## src/rtl/clk_div_ctrl.sv

```systemverilog
// Programmable 50%-duty clock divider with glitch-free ratio changes and clean stop.
// Optional period counter enabled by defining CLK_DIV_CTRL_PERIOD_CNT_EN.
module clk_div_ctrl #(
   parameter int CNT_W = 8,
   parameter int H_RST = 2
) (
   input  logic             clk_i,
   input  logic             reset_i,
   input  logic             run_i,
   input  logic             div_req_i,
   input  logic [CNT_W-1:0] div_val_i,
   output logic             div_ack_o,
   output logic             clk_out_o,
   output logic             tick_o,
   output logic             busy_o,
   output logic [1:0]       state_o,
   output logic [15:0]      period_cnt_o
);

   typedef enum logic [1:0] {IDLE = 2'd0, RUN = 2'd1, PEND = 2'd2, STOP = 2'd3} state_t;

   state_t           state_q;
   logic [CNT_W-1:0] cnt_q, cnt_d, cnt_nxt, h_q, pend_q, div_clamp;
   logic             clk_out_q, tick_q, ack_q, busy_q;
   logic             counting, hit, fall, rise, accept;

   always_comb begin
      cnt_nxt   = cnt_q + {{(CNT_W-1){1'b0}}, 1'b1};
      hit       = (cnt_nxt == h_q);
      cnt_d     = hit ? '0 : cnt_nxt;
      // STOP keeps counting only to finish a high phase; a low phase may be cut short
      counting  = (state_q == RUN) || (state_q == PEND) || ((state_q == STOP) && clk_out_q);
      fall      = counting && hit && clk_out_q;
      rise      = counting && hit && !clk_out_q;
      accept    = div_req_i && !busy_q && !ack_q;
      div_clamp = (div_val_i == '0) ? {{(CNT_W-1){1'b0}}, 1'b1} : div_val_i;
   end

   always_ff @(posedge clk_i) begin
      if (reset_i) begin
         state_q   <= IDLE;
         cnt_q     <= '0;
         h_q       <= CNT_W'(H_RST);
         pend_q    <= '0;
         clk_out_q <= 1'b0;
         tick_q    <= 1'b0;
         ack_q     <= 1'b0;
         busy_q    <= 1'b0;
      end else begin
         tick_q <= rise;
         ack_q  <= 1'b0;
         if (counting) begin
            cnt_q <= cnt_d;
            if (hit) clk_out_q <= !clk_out_q;
         end
         case (state_q)
            IDLE: begin
               cnt_q     <= '0;
               clk_out_q <= 1'b0;
               if (accept) begin
                  h_q   <= div_clamp;
                  ack_q <= 1'b1;
               end else if (run_i && !div_req_i) begin
                  state_q <= RUN;
               end
            end
            RUN: begin
               if (accept) begin
                  pend_q <= div_clamp;
                  busy_q <= 1'b1;
               end
               if (!run_i)      state_q <= STOP;
               else if (accept) state_q <= PEND;
            end
            PEND: begin
               if (!run_i) begin
                  state_q <= STOP;
               end else if (fall) begin
                  // new ratio starts exactly at the period boundary
                  h_q     <= pend_q;
                  ack_q   <= 1'b1;
                  busy_q  <= 1'b0;
                  state_q <= RUN;
               end
            end
            STOP: begin
               if (!clk_out_q) begin
                  state_q <= IDLE;
                  cnt_q   <= '0;
                  if (busy_q) begin
                     h_q    <= pend_q;
                     ack_q  <= 1'b1;
                     busy_q <= 1'b0;
                  end
               end
            end
            default: state_q <= IDLE;
         endcase
      end
   end

   assign div_ack_o = ack_q;
   assign clk_out_o = clk_out_q;
   assign tick_o    = tick_q;
   assign busy_o    = busy_q;
   assign state_o   = state_q;

`ifdef CLK_DIV_CTRL_PERIOD_CNT_EN
   logic [15:0] pcnt_q;
   always_ff @(posedge clk_i) begin
      if (reset_i)   pcnt_q <= '0;
      else if (fall) pcnt_q <= pcnt_q + 16'd1;
   end
   assign period_cnt_o = pcnt_q;
`else
   assign period_cnt_o = '0;
`endif

endmodule

```

## config.mk

```make
export PLATFORM = sky130hd
export DESIGN_NAME = clk_div_ctrl
export DESIGN_NICKNAME = d
export VERILOG_FILES = /design/src/rtl/clk_div_ctrl.sv
export SDC_FILE = /design/constraint.sdc
export NUM_CORES = 1
export LEC_CHECK = 0
export ABC_CLOCK_PERIOD_IN_PS = 3100
export BUFFER_PORTS_ARGS = -buffer_cell sky130_fd_sc_hd__buf_4
export CORE_UTILIZATION = 56
export DETAILED_ROUTE_END_ITERATION = 6
export GPL_ROUTABILITY_DRIVEN = 0
export HOLD_SLACK_MARGIN = 0.05
export PLACE_DENSITY_LB_ADDON = 0.05
export SLEW_MARGIN = 20
export SYNTH_ARGS = -nofsm -noshare
export SYNTH_HDL_FRONTEND = slang
export SYNTH_SLANG_ARGS = --single-unit
```

## constraint.sdc

```tcl
create_clock -name clk_i -period 3.1 [get_ports clk_i]
set_input_delay 0.465 -clock clk_i [delete_from_list [all_inputs] [get_ports clk_i]]
set_output_delay 0.465 -clock clk_i [all_outputs]
set_load 0.1 [all_outputs]
```

## Word level (Yosys, flattened, before mapping)

Index checks and enable logic that the tools add are counted.

| storage, ports and cells | value |
|---|---|
| logic and storage cells | 76 |
| bits of input ports | 12 |
| register bits after elaboration | 30 |
| output and inout bits | 22 |

| operators by class | value |
|---|---|
| $add $sub $neg | 1 |
| reduce and logical (&&, ||, !) cells | 23 |
| multiplexer cells | 30 |
| eq/ne operators | 14 |

Operator list:

| cell | number |
|---|---|
| $mux W8 | 9 |
| $pmux W8 S3 | 1 |
| $ne A2 B2 Y1 const B | 8 |
| $pmux W8 S2 | 1 |
| $mux W2 | 7 |
| $reduce_and A5 Y1 | 2 |
| $mux W1 | 9 |
| $add A8 B1 Y8 const B | 1 |
| $eq A8 B8 Y1 | 1 |
| $logic_not A8 Y1 | 1 |
| $pmux W2 S4 | 1 |
| $logic_and A1 B1 Y1 | 7 |
| $ne A3 B3 Y1 const B | 2 |
| $pmux W1 S3 | 2 |
| $reduce_and A6 Y1 | 1 |
| $reduce_bool A3 Y1 | 2 |
| $eq A2 B2 Y1 const B | 2 |
| $logic_not A1 Y1 | 4 |
| $reduce_and A2 Y1 | 2 |
| $eq A2 B1 Y1 const B | 1 |
| $logic_not A2 Y1 | 1 |
| $logic_or A1 B1 Y1 | 2 |
| $reduce_or A2 Y1 | 1 |

## Longest topological paths before layout

| depth | value |
|---|---|
| depth after elaboration | 8 |
| depth in mapped cells | 10 |
| gate-level depth less buffers | 8 |

## Worst setup path before layout

OpenSTA, ideal clock, no wires.

| path | value |
|---|---|
| path kind | reg2reg |
| start point | reg state_q[1] (netlist: state_o[1]) |
| end point | reg state_q[1] (netlist: state_o[1]) |
| slack | 360 ps |
| stages on the path, launching flop included | 8 |
| data required time | 3014 ps |
| clock period less this slack | 2740 ps |
| arrival | 2655 ps |
| setup time | 86 ps |
| cell sequence | dfxtp_1 inv_1 ha_1 and2_1 a222oi_1 and2_1 nand4_1 a211oi_1 |

| between the ends | value |
|---|---|
| cells in the longest elaborated chain, start to end | 7 |
| elaborated cells between the ends (all ways) | 16 |
| classes of those cells | eq/ne: 8; mux: 1; reduce/logical: 7 |

Ends and longest elaborated chain:

| element | line | RTL |
|---|---|---|
| from (decl) | 22 | `state_t state_q;` |
| from (signal assigned) | 41 | `state_q <= IDLE;` |
| from (signal assigned) | 64 | `state_q <= RUN;` |
| from (signal assigned) | 72 | `if (!run_i) state_q <= STOP;` |
| $eq A2 B1 Y1 / $eq A2 B2 Y1 (equally long branches) | 32, 56 |  |
| $logic_or A1 B1 Y1 / $logic_and A1 B1 Y1 (equally long branches) | 32 | `counting = (state_q == RUN) \|\| (state_q == PEND) \|\| ((state_q == STOP) && clk_out_q);` |
| $logic_or A1 B1 Y1 | 32 |  |
| $logic_and A1 B1 Y1 (2 in a row) | 33 | `fall = counting && hit && clk_out_q;` |
| $ne A3 B3 Y1 (no line) | -- |  |
| $reduce_and A5 Y1 (no line) | -- |  |

Parallel ways exist; a longest one is shown, timed or not.
A chain may end at the register's enable or synchronous reset.

## Worst setup path after layout

| path | value |
|---|---|
| start point | reg cnt_q[0] |
| end point | reg ack_q (netlist: div_ack_o) |

| between the ends | value |
|---|---|
| cells in the longest elaborated chain, start to end | 7 |

Ends and longest elaborated chain:

| element | line | RTL |
|---|---|---|
| from (decl) | 23 | `logic [CNT_W-1:0] cnt_q, cnt_d, cnt_nxt, h_q, pend_q, div_clamp;` |
| from (signal assigned) | 53 | `cnt_q <= cnt_d;` |
| $add A8 B1 Y8 | 28 | `cnt_nxt = cnt_q + {{(CNT_W-1){1'b0}}, 1'b1};` |
| $eq A8 B8 Y1 | 29 | `hit = (cnt_nxt == h_q);` |
| $logic_and A1 B1 Y1 (2 in a row) | 33 |  |
| $mux W1 | 78 | `end else if (fall) begin` |
| $mux W1 | 76 | `if (!run_i) begin` |
| $pmux W1 S3 | 56 | `case (state_q)` |
| to (signal assigned) | 47 | `ack_q <= 1'b0;` |
| to (signal assigned) | 62 | `ack_q <= 1'b1;` |
| to (signal assigned) | 81 | `ack_q <= 1'b1;` |
| to (decl) | 24 | `logic clk_out_q, tick_q, ack_q, busy_q;` |

Every way passes these cells.

==> impl_metrics.csv <==
group,metric,value,unit
synth,synth-seq-area-share,29.48,%
cts,cts_root_buf,"clkbuf_4",
sta,finalCriticalPeriod,2819,ps
placement,hpwl,3185,um
detailed_routing,vias,1821,
status,run_status,"complete, no violations",
worst_setup_path,critPathLaunchType,"register",
synth,syn_avg_cell_area,7.865,um2
cts,cts_max_path_buffers,2,
die,io_pins,34,
detailed_routing,routed_via_density,5.655,
sta,rsz0062_at_grt,"false",
synth,ys_types,53,
synth,ys_async_sr_fraction,0,%
power_and_ir_drop,p_sw,0.0009013,W
cts,h-tree-depth,2,
die,rows,21,
power_and_ir_drop,comb_power_share,49.8,%
worst_setup_path,endpoint_kind,"register",
grt,antenna_found_initial,0,
die,chipHeight,62.31,um
power_and_ir_drop,seqPwrFrac,29.3,%
sta,max_freq,0.3547,GHz
power_and_ir_drop,powerDensity,882.0,nW/um2
power_and_ir_drop,swShare,45.32,%
cells_and_area,layout.nets,292,
grt,first_global_vias,1642,
detailed_routing,post_drt_wl_per_cell,13.35,um
detailed_routing,drc,0,
worst_setup_path,critPathRequiredTime,3330,ps
cts,cts_num_sinks,30,
worst_setup_path,critPathSlowestCell,"or4_4",
worst_setup_path,arrival,3050,ps
power_and_ir_drop,clockPowerShare,20.9,%
sta,finalSetupTns,0,ps
cells_and_area,syn2layout_area_growth,10.69,%
sta,relSlewSlack,59.11,%
cells_and_area,post_route_cells_drive_above_1_share,14.49,%
placement,io_buffers,17,
synth,syn-cell-area,2037,um2
synth,synth_flop_cell,"dfxtp_1",
synth,syn_inst,259,
cts,clkLatencyLatePin,330,ps
cts,cts_tree,"done",
cts,clk_pin_slew_worst_paths,110,ps
worst_setup_path,cp_top_family,"simple AND/OR/NAND/NOR gates",
die,core_area,3416,um2
detailed_routing,wirelength,4300,um
detailed_routing,first_pass_iters,4,
run,drv_cap,0,
die,dieArea,3883,um2
power_and_ir_drop,p_leak,0.8331,nW
worst_setup_path,path_max_fanout,7,
sta,skew,11.11,ps
worst_setup_path,worstPathCellList,"ha_2 > nand3_1 > xnor2_1 > nand4_1 > or4_4 > or4_1 > a311oi_1",
grt,grt_pass1_wl,7438,um
worst_setup_path,critPathBufInv,0,
die,start_util,59.63,%
cts,postCtsSetupBuffers,0,
worst_setup_path,max_stage_delay,580,ps
cells_and_area,antennaDiodeCount,0,
detailed_routing,drt_first_iter_violations,97,
placement,placed_cell_area,2141,um2
synth,synth-seq-cells,30,
cells_and_area,fin_area,2255,um2
power_and_ir_drop,p_int,0.001087,W
grt,gr-total-overflow,0,
grt,gr-usage-all-layers,23.71,%
cts,cts_buffers,5,
sta,setup_viol,0,
grt,grt_max_degree,30,
detailed_routing,ant_nets,0,
synth,yosysWarnings,0,
sta,fin_crit_sh,90.93,%
sta,slew_viol_final,0,
worst_setup_path,criticalPathCategory,"register to register",
min_path,hold_path_class,"input port to register",
die,dieWidth,62.31,um
sta,tightest_slew,613.3,ps
sta,hold_violations,0,
synth,synth-edff-count,0,
power_and_ir_drop,peakVddDrop,0.6243,mV
==> metal layers <==
metal  GRT usage [%]  vias up  part of all wire (%)
met2           36.81       49                    44
met5               0        -                     0
met4           8.430        0                   1.7
met3           3.493        7                   3.4
li1                -      944                     -
met1           33.33      821                    51
==> placed cells by master, fill, tap and decap left out, types with 5 or more instances in the layout <==
cell type	synthesis	final
a311oi_1	8	8
conb_1	1	16
nor3_1	6	6
nand3_1	8	8
buf_4	17	21
nand2_1	32	32
nor2_1	23	23
nand3b_1	6	6
o21ai_0	16	16
clkbuf_4	0	5
dfxtp_1	30	30
xnor2_1	7	7
a211oi_1	10	10
inv_1	8	8
a21oi_1	15	15
==> sequential cells by signal (all words and copies together) (netlist names) <==
register,flops
clk_out_o,1
pend_q,8
tick_o,1
state_o,2
busy_o,1
cnt_q,8
div_ack_o,1
h_q,8
==> final timing paths <==
| kind | cells after the start | to | slack (ps) | from |
|---|---|---|---|---|
| hold / removal | 3 | pend_q[1] | 390 | div_val_i[1] |
| setup reg to reg | 7 | div_ack_o | 280 | cnt_q[0] |
| hold reg to reg | 2 | pend_q[1] | 460 | pend_q[1] |
| setup / recovery | 7 | div_ack_o | 280 | cnt_q[0] |
==> logic make-up after synthesis <==
group                      Yosys count  synth area share [%]
adders and majority gates            6                 3.563
other                                1                0.1841
AOI/OAI and AO/OA                   71                 24.02
and+or+nand+nor                    104                 26.90
xor gates and xnor gates            11                 5.652
DFF                                 30                 29.48
muxes                                1                0.4914
buffers and inverters               35                 9.705
==> synth_stat cells, drive strengths merged, types with 2 or more instances <==
library cell  count  area (um2)
and2              3       18.77
nor2             23       86.33
a311oi            8       70.07
nor3b             2       15.01
ha                5       62.56
nor4              5       37.53
or2               2       12.51
o31a              3       26.28
o21ai            17       85.08
o21ba             2       20.02
clkbuf            8       30.03
xnor2             7       61.31
nand3             9       50.05
o311ai            2       17.52
inv               8       30.03
nand2            32       120.1
nor3              6       30.03
xor2              3       26.28
a21oi            15       75.07
buf              19       137.6
a211oi           10       75.07
dfxtp            30       600.6
nand4             4       40.04
or4               5       41.29
nand3b            6       45.04
o21a              2       15.01
nand2b            3       18.77
==> worst reg2reg max path, stage by stage (launching register included) <==
cell,delay [ps]
dfxtp_1,470
ha_2,280
nand3_1,170
xnor2_1,260
nand4_1,160
or4_4,580
or4_1,540
a311oi_1,270
==> what timing repair did <==
item | 4_1_cts | 5_1_grt
setup endpoints to repair | 0 | 1
hold buffers | 0 | 0
resized for setup | 0 | 1
==> stage by stage <==
stage | power, W | util (%) | hold slack (ps) | cells | setup WS, ps
2_1_floorplan | 0.001374 | - | 432.9 | 274 | 359.7
3_3_place_gp | 0.001573 | 62.67 | 441.7 | 314 | 351.5
3_5_place_dp | 0.001577 | 62.67 | 447.5 | 314 | 288.4
4_1_cts | 0.001993 | 65.93 | 379.6 | 322 | 235.0
5_1_grt | 0.002123 | 66.01 | 393.6 | 322 | 23.58
6_report | 0.001989 | 66.01 | 391.6 | 322 | 281.0
==> power by group through the flow <==
stage,logic [W],registers (W),clock network [W]
3_3_place_gp,0.000985,0.000588,0
2_1_floorplan,0.000665,0.000709,0
3_5_place_dp,0.000988,0.000589,0
5_1_grt,0.00109,0.000600,0.000436
6_report,0.000991,0.000583,0.000415
4_1_cts,0.000991,0.000581,0.000421
==> final cells by class <==
class | instances | area, um2
Multi-Input combinational cell | 209 | 1297
Tap cell | 46 | 57.56
Sequential cell | 30 | 600.6
Inverter | 8 | 30.03
Clock buffer | 6 | 51.30
Clock inverter | 2 | 60.06
Timing Repair Buffer | 21 | 157.7
Fill cell | 334 | 1161
(Power assumes the default switching activity.)
